===== src/rtl/shift_sequencer.sv =====
// Multi-cycle variable left shifter: steps by 2 (or 1 for the odd tail) each clock.
// Optional sticky overflow output `ovf` is built only when SHIFT_OVF_EN is defined.
module shift_sequencer (
  input  logic        clk,
  input  logic        reset,
  input  logic        start,
  input  logic [15:0] entrada,
  input  logic [3:0]  amount,
  output logic        ready,
  output logic [15:0] saida,
  output logic        done
`ifdef SHIFT_OVF_EN
  ,
  output logic        ovf
`endif
);

  typedef enum logic [1:0] {IDLE, SHIFT, DONE} state_e;

  state_e      state_q, state_d;
  logic [15:0] acc_q, acc_d;
  logic [15:0] saida_q, saida_d;
  logic [3:0]  rem_q, rem_d;
  logic [15:0] acc_step;
  logic [3:0]  rem_step;

`ifdef SHIFT_OVF_EN
  logic sticky_q, sticky_d;
  logic ovf_q, ovf_d;
  logic out_bits;
`endif

  always_ff @(posedge clk or negedge reset) begin
    if (!reset) begin
      state_q <= IDLE;
      acc_q   <= '0;
      rem_q   <= '0;
      saida_q <= '0;
`ifdef SHIFT_OVF_EN
      sticky_q <= 1'b0;
      ovf_q    <= 1'b0;
`endif
    end else begin
      state_q <= state_d;
      acc_q   <= acc_d;
      rem_q   <= rem_d;
      saida_q <= saida_d;
`ifdef SHIFT_OVF_EN
      sticky_q <= sticky_d;
      ovf_q    <= ovf_d;
`endif
    end
  end

  always_comb begin
    acc_step = (rem_q >= 4'd2) ? (acc_q << 2) : (acc_q << 1);
    rem_step = (rem_q >= 4'd2) ? (rem_q - 4'd2) : 4'd0;
    state_d  = state_q;
    acc_d    = acc_q;
    rem_d    = rem_q;
    saida_d  = saida_q;
`ifdef SHIFT_OVF_EN
    // Bits lost off the top during this step, given the step size chosen above.
    out_bits = (rem_q >= 4'd2) ? (|acc_q[15:14]) : acc_q[15];
    sticky_d = sticky_q;
    ovf_d    = ovf_q;
`endif
    unique case (state_q)
      IDLE: begin
        if (start) begin
          acc_d = entrada;
          rem_d = amount;
`ifdef SHIFT_OVF_EN
          sticky_d = 1'b0;
`endif
          if (amount == 4'd0) begin
            state_d = DONE;
            saida_d = entrada;
`ifdef SHIFT_OVF_EN
            ovf_d = 1'b0;
`endif
          end else begin
            state_d = SHIFT;
          end
        end
      end
      SHIFT: begin
        acc_d = acc_step;
        rem_d = rem_step;
`ifdef SHIFT_OVF_EN
        sticky_d = sticky_q | out_bits;
`endif
        if (rem_step == 4'd0) begin
          state_d = DONE;
          saida_d = acc_step;
`ifdef SHIFT_OVF_EN
          ovf_d = sticky_q | out_bits;
`endif
        end
      end
      DONE:    state_d = IDLE;
      default: state_d = IDLE;
    endcase
  end

  assign ready = (state_q == IDLE);
  assign done  = (state_q == DONE);
  assign saida = saida_q;
`ifdef SHIFT_OVF_EN
  assign ovf   = ovf_q;
`endif

endmodule


===== config.mk =====
export PLATFORM = sky130hd
export DESIGN_NAME = shift_sequencer
export DESIGN_NICKNAME = d
export VERILOG_FILES = /design/src/rtl/shift_sequencer.sv
export SDC_FILE = /design/constraint.sdc
export NUM_CORES = 1
export LEC_CHECK = 0
export ABC_AREA = 1
export CORE_MARGIN = 2
export CORE_UTILIZATION = 45
export CTS_CLUSTER_SIZE = 40
export DETAILED_ROUTE_END_ITERATION = 12
export PLACE_DENSITY_LB_ADDON = 0.2
export SYNTH_ARGS = -nofsm -noshare
export SYNTH_HDL_FRONTEND = slang
export SYNTH_SLANG_ARGS = --single-unit

===== constraint.sdc =====
create_clock -name clk -period 2.1 [get_ports clk]
set_input_delay 0.315 -clock clk [delete_from_list [all_inputs] [get_ports clk]]
set_output_delay 0.315 -clock clk [all_outputs]
set_load 0.02 [all_outputs]

==> results of run 1 <==
through the flow:
stage / instances / utilization [%] / cell area (sq um) / hold WS, ps / worst slack, ps
global route: 358 / 58.1 / 2500 / 187 / 270
floorplan: 264 / - / 1980 / 19.4 / 440
global placement: 350 / 56.1 / 2410 / 454 / 379
detailed placement: 350 / 56.1 / 2410 / 464 / 353
CTS: 358 / 58.1 / 2500 / 147 / 297
finish: 358 / 58.1 / 2500 / 122 / 299
cell usage after synthesis (3+ instances only):
library cell    n
o21ai_0        19
o22ai_1         3
dfrtp_1        37
a21oi_1         4
nand2_1       100
inv_1          22
inv_2           4
buf_6           3
nand3_1        44
nor2_1          5
buf_2           8
report_power, final:
part	internal [mW]	switching (mW)
clock network	0.229	0.274
logic	0.938	1.60
registers	1.06	0.169
cells by family (layout without fill, tap and decap cells):
kind of cell	after synthesis	after routing
AOI/OAI and AO/OA	31	31
and+or+nand+nor	155	155
DFF	37	37
buffers and inverters	40	82
adders and majority gates	1	1
final cells by class:
type | count | share of cell area, %
clock inverter | 3 | 0.702
clock buffer | 5 | 2.76
multi-input combinational | 187 | 34.7
tap | 52 | 2.61
sequential | 37 | 37.1
timing repair buffer | 48 | 18.2
inverter | 26 | 3.91
worst max-delay path: stages, from the launching register on:
cell and delay [ps]:
dfrtp_1 440, inv_2 60, nor2_1 80, clkdlybuf4s50_1 610
worst paths after layout:
check / from / to / slack, ps
worst max-delay path: state_q[1] / done / 300
worst max register to register: rem_q[1] / saida[3] / 560
worst min-delay path: reset / saida[11] / 120
max in group asynchronous: reset / saida[3] / 1440
min in group clk: saida[1] / saida[1] / 480
worst min register to register: saida[1] / saida[1] / 480
layer usage:
| metal | part of all wire (%) | global-route usage (%) | vias to the layer above | routed length (microns) |
|---|---|---|---|---|
| met2 | 47 | 32.7 | 39 | 2120 |
| met5 | 0 | 0 | - | 0 |
| met4 | 1.2 | 7.48 | 0 | 54 |
| met1 | 48 | 25.4 | 856 | 2190 |
| li1 | - | - | 919 | - |
| met3 | 3.9 | 4.18 | 5 | 176 |
flip-flops by register name, summed over array words and instances, names as in the netlist:
register	cells
acc_q	15
state_q	2
rem_q	4
saida	16
==> out/qor.csv, run 1 <==
stage,metric,value,unit
detailed_routing,wl_per_cell,12.7,microns
die,die_area,4950,sq um
clock_tree,cts_resized,0,
run,cap_violations,0,
clock_tree,cts_tree,yes,
critical_path,reg2reg_depth,11,
grt,antenna_found_initial,0,
finish,nets,329,
critical_path,crit_required,1780,ps
clock_tree,postCtsSetupRepairBufs,0,
detailed_routing,ant_nets,0,
critical_path,path_class,register to output port,
finish,drive_gt1_share,9.80,%
grt,grt_pass1_vias,1792,
yosys,synth.ff_latch_count,37,
yosys,synth_compound_area_share,8.96,%
clock_tree,numClockSinks,37,
finish,layout_commonest_cell,nand2_1,
critical_path,arrival,1490,ps
finish,antenna-diode-count,0,
timing,clock_skew,7.56,ps
die,dieWidth,70.4,microns
clock_tree,cts-buffers-inserted,5,
finish,ff_latch_area,926,sq um
detailed_routing,num_vias,1819,
timing,setup_viol,0,
grt,grt_max_degree,38,
timing,min_period_over_period,85.8,%
finish,multi_input_area,866,sq um
grt,grt_overflow,0,
power,power.density,1710,nW/um^2
clock_tree,clkTransAtPathRegs,80,ps
critical_path,path_max_fanout,3,
yosys,synth_edf_count,0,
finish,layout_common_cells,"100 x nand2_1, 44 x nand3_1, 39 x clkdlybuf4s50_1",
yosys,syn_nets,288,
detailed_routing,firstDrtPassIters,4,
detailed_routing,vias_per_cell,5.08,
yosys,synth_ff_type,dfrtp_1,
clock_tree,clock_tree.htree_level_count,2,
grt,grt_pass1_wl,7.84,mm
yosys,synth-simple-area-share,34.1,%
yosys,synth_xor_area_share,0,%
timing,tightest_slew,846,ps
timing,drv_slew,0,
yosys,synth_area,1980,sq um
detailed_routing,routed_wirelength,4.55,mm
place,dp_hpwl,2.99,mm
timing,finalHoldViolations,0,
die,fp.dieH,70.4,microns
die,core-area,4290,sq um
yosys,synthAdderAreaFrac,0.631,%
timing,fmax,555,MHz
detailed_routing,drt-initial-drc-count,150,
critical_path,endpoint_kind,output port,
die,rows,24,
hold_path,hp-class,primary input to async pin,
outcome,outcome,"complete, no violations",
yosys,synth_mux_area_share,0,%
power,power,4.26,mW
clock_tree,clkLatencyLatePin,290,ps
clock_tree,cts_root_buf,clkbuf_8,
yosys,async_flop_share,100,%
clock_tree,hold_buffers,0,
critical_path,critical_path.startpoint_type,register,
yosys,synth_top_family_by_area,simple AND/OR/NAND/NOR gates,
yosys,syn_inst,264,
yosys,yosysTopAreaCell,dfrtp_1,
power,peakVddDrop,1.01,mV
die,floorplan.initialDensity,46.2,%
die,ioPinCount,41,
power,p_leak,1.28,nW
timing,slew_headroom,43.6,%
place,port_buffers,40,
timing,period_needed,1800,ps
detailed_routing,post-route-drc-count,0,
finish,nFillCells,418,
yosys,netlist_top_cells_area,"dfrtp_1 47%, nand2_1 19%, nand3_1 11%, o21ai_0 4.8%, inv_1 4.2%",
yosys,ys_seq_area_share,46.7,%
yosys,yosys.area.top_type_share,46.7,%
timing,final.setup.tns,0,ps
clock_tree,clockBufferDepth,2,
yosys,syn_avg_cell_area,7.51,sq um
place,gp_congestion,0.792,
yosys,ys_types,21,
grt,grt_use_total,19.8,%
timing,rsz0062_at_grt,no,
yosys,synth_warnings,0,
finish,synthToLayoutAreaGrowth,25.9,%
No activity file was read; power rests on OpenSTA's default activity.
==> inputs of run 2 (changes only) <==
==> constraint.sdc (replaced) <==
create_clock -name clk -period 2.1 [get_ports clk]
set_input_delay 0.21 -clock clk [delete_from_list [all_inputs] [get_ports clk]]
set_output_delay 0.21 -clock clk [all_outputs]
set_load 0.02 [all_outputs]
==> run 2 against run 1 <==
  * Flip-flop and latch count unchanged
  * Register-to-register slack lost 250 ps
  * Non-clock buffer count shrank 3
  * Utilization shrank 0.23 points
  * Sequential power about the same
==> out/qor.csv, run 2 (synthesized netlist as in run 1, its figures left out) <==
stage,metric,value,unit,change
outcome,outcome,"complete, no violations",,
die,rows,24,,unchanged
clock_tree,clkLatencyLatePin,290,ps,about the same
detailed_routing,drt-initial-drc-count,137,,-8.7%
grt,grt_pass1_vias,1664,,-7.1%
critical_path,path_class,register to register,,
die,ioPinCount,41,,unchanged
critical_path,crit_slowest_cell,dfrtp_1,,
timing,rsz0062_at_grt,no,,
timing,fmax,559,MHz,+0.60%
finish,drive_gt1_share,8.91,%,-0.89 points
timing,drv_slew,0,,unchanged
finish,nets,326,,-0.91%
place,place_ws,289,ps,-63.6 ps
die,dieWidth,70.4,microns,unchanged
detailed_routing,met1_length,1.97,mm,-10%
timing,slew_headroom,46.7,%,+3.1 points
finish,layout_commonest_cell,nand2_1,,
grt,grt_use_total,19.4,%,-0.38 points
critical_path,worstReg2RegEnd,saida[4],,
clock_tree,clockBufferDepth,2,,unchanged
finish,synthToLayoutAreaGrowth,25.4,%,
run,cap_violations,0,,unchanged
critical_path,worstReg2RegStart,rem_q[1],,
critical_path,crit_required,2280,ps,+500 ps
critical_path,reg2reg_slack,310,ps,-250 ps
critical_path,arrival,1970,ps,+480 ps
clock_tree,cts-buffers-inserted,5,,unchanged
clock_tree,cts_resized,0,,unchanged
clock_tree,hold_buffers,0,,unchanged
critical_path,crit_top_cell,nand2_1,,
detailed_routing,num_vias,1767,,-2.9%
die,die_area,4950,sq um,unchanged
critical_path,cp_slowest_stage_delay,380,ps,-230 ps
critical_path,worst-path-buf-inv,2,,unchanged
finish,layout_common_cells,"100 x nand2_1, 44 x nand3_1, 39 x clkdlybuf4s50_1",,
detailed_routing,vias_per_cell,4.98,,-2.0%
timing,min_period_over_period,85.3,%,-0.51 points
timing,setup_slack,310,ps,+10.8 ps
critical_path,endpoint_kind,register,,
die,fp.dieH,70.4,microns,unchanged
detailed_routing,firstDrtPassIters,4,,unchanged
detailed_routing,routed_wirelength,4.33,mm,-4.8%
clock_tree,cts_root_buf,clkbuf_8,,
detailed_routing,dr_wl_met3,217,microns,+23%
timing,setup_viol,0,,unchanged
power,peakVddDrop,0.916,mV,-9.6%
critical_path,worstPathCellList,inv_2 -> ha_1 -> inv_1 -> nand2_1 -> nand2_1 -> nand2_1 -> nand3_2 -> nand2_4 -> nand2_4 -> nand2_1 -> nand2_1,,
grt,grt_overflow,0,,unchanged
detailed_routing,wl_per_cell,12.2,microns,-4.0%
place,dp_hpwl,3.02,mm,+0.89%
hold_path,hp-class,primary input to async pin,,
grt,grt_pass1_wl,7.64,mm,-2.6%
power,p_leak,1.27,nW,-0.71%
grt,grt_max_degree,38,,unchanged
detailed_routing,post-route-drc-count,0,,unchanged
detailed_routing,dr_wl_met2,2.09,mm,-1.6%
critical_path,critical_path.startpoint_type,register,,
clock_tree,postCtsSetupRepairBufs,0,,unchanged
place,port_buffers,40,,unchanged
critical_path,reg2reg_depth,11,,unchanged
grt,antenna_found_initial,0,,unchanged
clock_tree,clkTransAtPathRegs,80,ps,about the same
die,core-area,4290,sq um,unchanged
timing,final.setup.tns,0,ps,unchanged
die,floorplan.initialDensity,46.2,%,unchanged
finish,antenna-diode-count,0,,unchanged
power,power.density,1690,nW/um^2,-1.1%
detailed_routing,top_layer,met4,,
finish,largest_reg_flops,16,,unchanged
clock_tree,cts_tree,yes,,
clock_tree,clock_tree.htree_level_count,2,,unchanged
clock_tree,numClockSinks,37,,unchanged
detailed_routing,ant_nets,0,,unchanged
critical_path,path_delay_family,simple AND/OR/NAND/NOR gates,,
place,gp_congestion,0.819,,+3.4%
timing,clock_skew,7.35,ps,-0.209 ps
timing,period_needed,1790,ps,-10.8 ps
timing,whs,2.99,ps,-119 ps
critical_path,path_max_fanout,19,,+16
timing,finalHoldViolations,0,,unchanged
timing,tightest_slew,800,ps,-46.8 ps
power,power,4.20,mW,-1.5%
finish,nFillCells,419,,+0.24%
==> run 2: cell types whose count changed in the layout (fill, tap and decap cells not counted) <==
cell	change
buf_12	+1
buf_4	-4
==> run 2: report_power, final <==
part	switching, mW	internal (mW)	leakage [nW]
sequential	0.160	1.06	0.462
clock	0.265	0.229	0.0439
combinational	1.57	0.918	0.764
total	1.99	2.20	1.27
==> run 2: layer usage <==
metal | up-vias | track usage [%]
met5 | - | 0
met4 | 0 | 5.77
met3 | 5 | 5.19
met2 | 41 | 31.3
met1 | 803 | 25.6
li1 | 918 | -
==> run 2: stage by stage <==
stage                     util (%)  cell area (sq um)  std cells
after CTS                     57.9               2490        355
after global routing          57.9               2490        355
after global placement        55.9               2400        347
after floorplan                  -               1980        264
final                         57.9               2490        355
after detailed placement      55.9               2400        347
==> run 2: how the worst max path moves through the flow <==
stage               startpoint   endpoint  slack (ps)  depth (start not counted)
finish                rem_q[1]   saida[4]         310                         11
global route          rem_q[1]  saida[15]         110                         11
CTS                   rem_q[1]   saida[4]         280                         11
detailed placement    rem_q[1]   saida[5]         290                         11
global placement      rem_q[1]   saida[2]         360                         11
floorplan             rem_q[1]  saida[10]         440                         13
==> run 2: area by class of cell <==
cell class | instances | area, sq um | share of cell area, %
clock inverter | 3 | 17.5 | 0.705
sequential | 37 | 926 | 37.2
multi-input combinational | 187 | 866 | 34.8
tap | 52 | 65.1 | 2.62
inverter | 26 | 97.6 | 3.93
timing repair buffer | 45 | 445 | 17.9
clock buffer | 5 | 68.8 | 2.77
==> inputs of run 3 (changes only) <==
--- a/config.mk
+++ b/config.mk
@@ -8,9 +8,11 @@
 export ABC_AREA = 1
 export CORE_MARGIN = 2
 export CORE_UTILIZATION = 45
+export CTS_BUF_LIST = sky130_fd_sc_hd__clkbuf_8
 export CTS_CLUSTER_SIZE = 40
 export DETAILED_ROUTE_END_ITERATION = 12
-export PLACE_DENSITY_LB_ADDON = 0.2
+export PLACE_DENSITY = 0.82
+export SETUP_SLACK_MARGIN = 0.4
 export SYNTH_ARGS = -nofsm -noshare
 export SYNTH_HDL_FRONTEND = slang
 export SYNTH_SLANG_ARGS = --single-unit
==> run 3 against run 2 <==
  * Worst setup slack better by 230 ps
  * Die area unchanged
  * Utilization increased by 1.3 points
  * Maximum frequency is 15% higher
  * Register-to-register slack improved by 230 ps
  * Total power up 4.2%
  * Flip-flop and latch count unchanged
  * Clock-buffer cell count did not move
==> out/qor.csv, run 3 (synthesized netlist as in run 1, its figures left out) <==
stage,metric,value,unit,change
outcome,outcome,"complete, no violations",,
clock_tree,cts_root_buf,clkbuf_8,,
die,fp.dieH,70.4,microns,unchanged
finish,layout_common_cells,"100 x nand2_1, 44 x nand3_1, 38 x clkdlybuf4s50_1",,
critical_path,path_max_fanout,7,,-12
grt,grt_pass1_wl,7.74,mm,+1.3%
grt,grt_overflow,0,,unchanged
die,floorplan.initialDensity,46.2,%,unchanged
finish,layout_commonest_cell,nand2_1,,
grt,antenna_found_initial,0,,unchanged
detailed_routing,ant_nets,0,,unchanged
finish,nets,330,,+1.2%
place,placed_cells,349,,+0.58%
clock_tree,cts-buffers-inserted,5,,unchanged
grt,grt_use_total,19.8,%,+0.38 points
timing,tightest_slew,462,ps,-337 ps
finish,drive_gt1_share,9.77,%,+0.86 points
timing,drv_slew,0,,unchanged
detailed_routing,vias_per_cell,5.08,,+2.0%
critical_path,endpoint_kind,register,,
timing,slew_headroom,69.2,%,+22 points
die,core-area,4290,sq um,unchanged
finish,antenna-diode-count,0,,unchanged
finish,nFillCells,394,,-6.0%
timing,period_needed,1560,ps,-230 ps
clock_tree,clockBufferDepth,2,,unchanged
run,cap_violations,0,,unchanged
clock_tree,clkLatencyLatePin,300,ps,about the same
detailed_routing,wl_per_cell,12.7,microns,+4.3%
place,port_buffers,40,,unchanged
place,place_area,2410,sq um,+0.31%
finish,largest_reg_flops,16,,unchanged
place,gp_congestion,0.830,,+1.3%
detailed_routing,drt-initial-drc-count,180,,+31%
clock_tree,numClockSinks,37,,unchanged
critical_path,critical_path.startpoint_type,register,,
clock_tree,cts_tree,yes,,
timing,setup_viol,0,,unchanged
power,p_leak,1.30,nW,+2.6%
grt,grt_max_degree,38,,unchanged
timing,whs,339,ps,+336 ps
hold_path,hp-class,primary input to async pin,,
finish,synthToLayoutAreaGrowth,28.2,%,
finish,fin_util,59.1,%,+1.3 points
finish,instances_no_fill,359,,+1.1%
power,peakVddDrop,0.633,mV,-31%
timing,rsz0062_at_grt,no,,
critical_path,arrival,1750,ps,-220 ps
detailed_routing,num_vias,1822,,+3.1%
critical_path,path_class,register to register,,
die,die_area,4950,sq um,unchanged
detailed_routing,post-route-drc-count,0,,unchanged
timing,fmax,641,MHz,+15%
timing,clock_skew,4.73,ps,-2.61 ps
die,dieWidth,70.4,microns,unchanged
clock_tree,clkTransAtPathRegs,80,ps,about the same
power,power.density,1720,nW/um^2,+2.0%
critical_path,crit_required,2290,ps,about the same
clock_tree,clock_tree.htree_level_count,2,,unchanged
grt,grt_pass1_vias,1692,,+1.7%
timing,finalHoldViolations,0,,unchanged
detailed_routing,routed_wirelength,4.57,mm,+5.5%
detailed_routing,firstDrtPassIters,4,,unchanged
die,rows,24,,unchanged
place,dp_hpwl,3.02,mm,-0.15%
die,ioPinCount,41,,unchanged
timing,final.setup.tns,0,ps,unchanged
finish,fin_area,2540,sq um,+2.2%
timing,min_period_over_period,74.3,%,-11 points
[run 3: layout make-up]
class	instances	area (sq um)	share of cell area, %
multi-input combinational	187	883	34.8
tap	52	65.1	2.56
inverter	26	97.6	3.84
clock buffer	5	68.8	2.71
sequential	37	926	36.5
clock inverter	3	17.5	0.690
timing repair buffer	49	482	19.0
[run 3: repair_timing]
action,4_1_cts,5_1_grt
setup endpoints to repair,1,18
resized for setup,1,3
endpoints found under the hold margin,0,0
pin swaps,0,1
buffers inserted,0,2
hold buffers,0,0
[run 3: where the power goes]
group / total (mW) / internal [mW] / switching (mW) / leakage (nW)
logic: 2.66 / 1.00 / 1.66 / 0.797
clock network: 0.495 / 0.229 / 0.266 / 0.0439
registers: 1.22 / 1.06 / 0.166 / 0.462
total: 4.38 / 2.29 / 2.09 / 1.30
[run 3: per-layer routing]
metal	global-route usage [%]	part of all wire [%]	up-vias
li1	-	-	928
met1	24.7	44	827
met2	33.0	49	60
met3	5.19	5.3	7
met4	7.05	1.9	0
met5	0	0	-
[run 3: through the flow]
stage	setup slack, ps	power (mW)
2_1_floorplan	440	3.05
3_3_place_gp	409	3.67
3_5_place_dp	382	3.73
4_1_cts	422	4.24
5_1_grt	399	4.78
6_report	539	4.38
[run 3: critical path, cell delays in order, from the launching register on]
cell     delay [ps]
dfrtp_1         400
inv_1            80
ha_1            200
inv_1            60
nand2_1          50
nand2_1          90
nand2_1          70
nand3_2         120
nand2_8          90
buf_4           180
nand3_1          70
nand2_1          50
[run 3: worst paths after layout]
path / end / cells after the start / from / slack, ps
setup / recovery: saida[8] / 11 / rem_q[2] / 540
min in group clk: saida[11] / 2 / saida[11] / 470
hold / removal: saida[11] / 2 / reset / 340
hold reg to reg: saida[11] / 2 / saida[11] / 470
max in group asynchronous: acc_q[5] / 2 / reset / 1440
setup reg to reg: saida[8] / 11 / rem_q[2] / 540
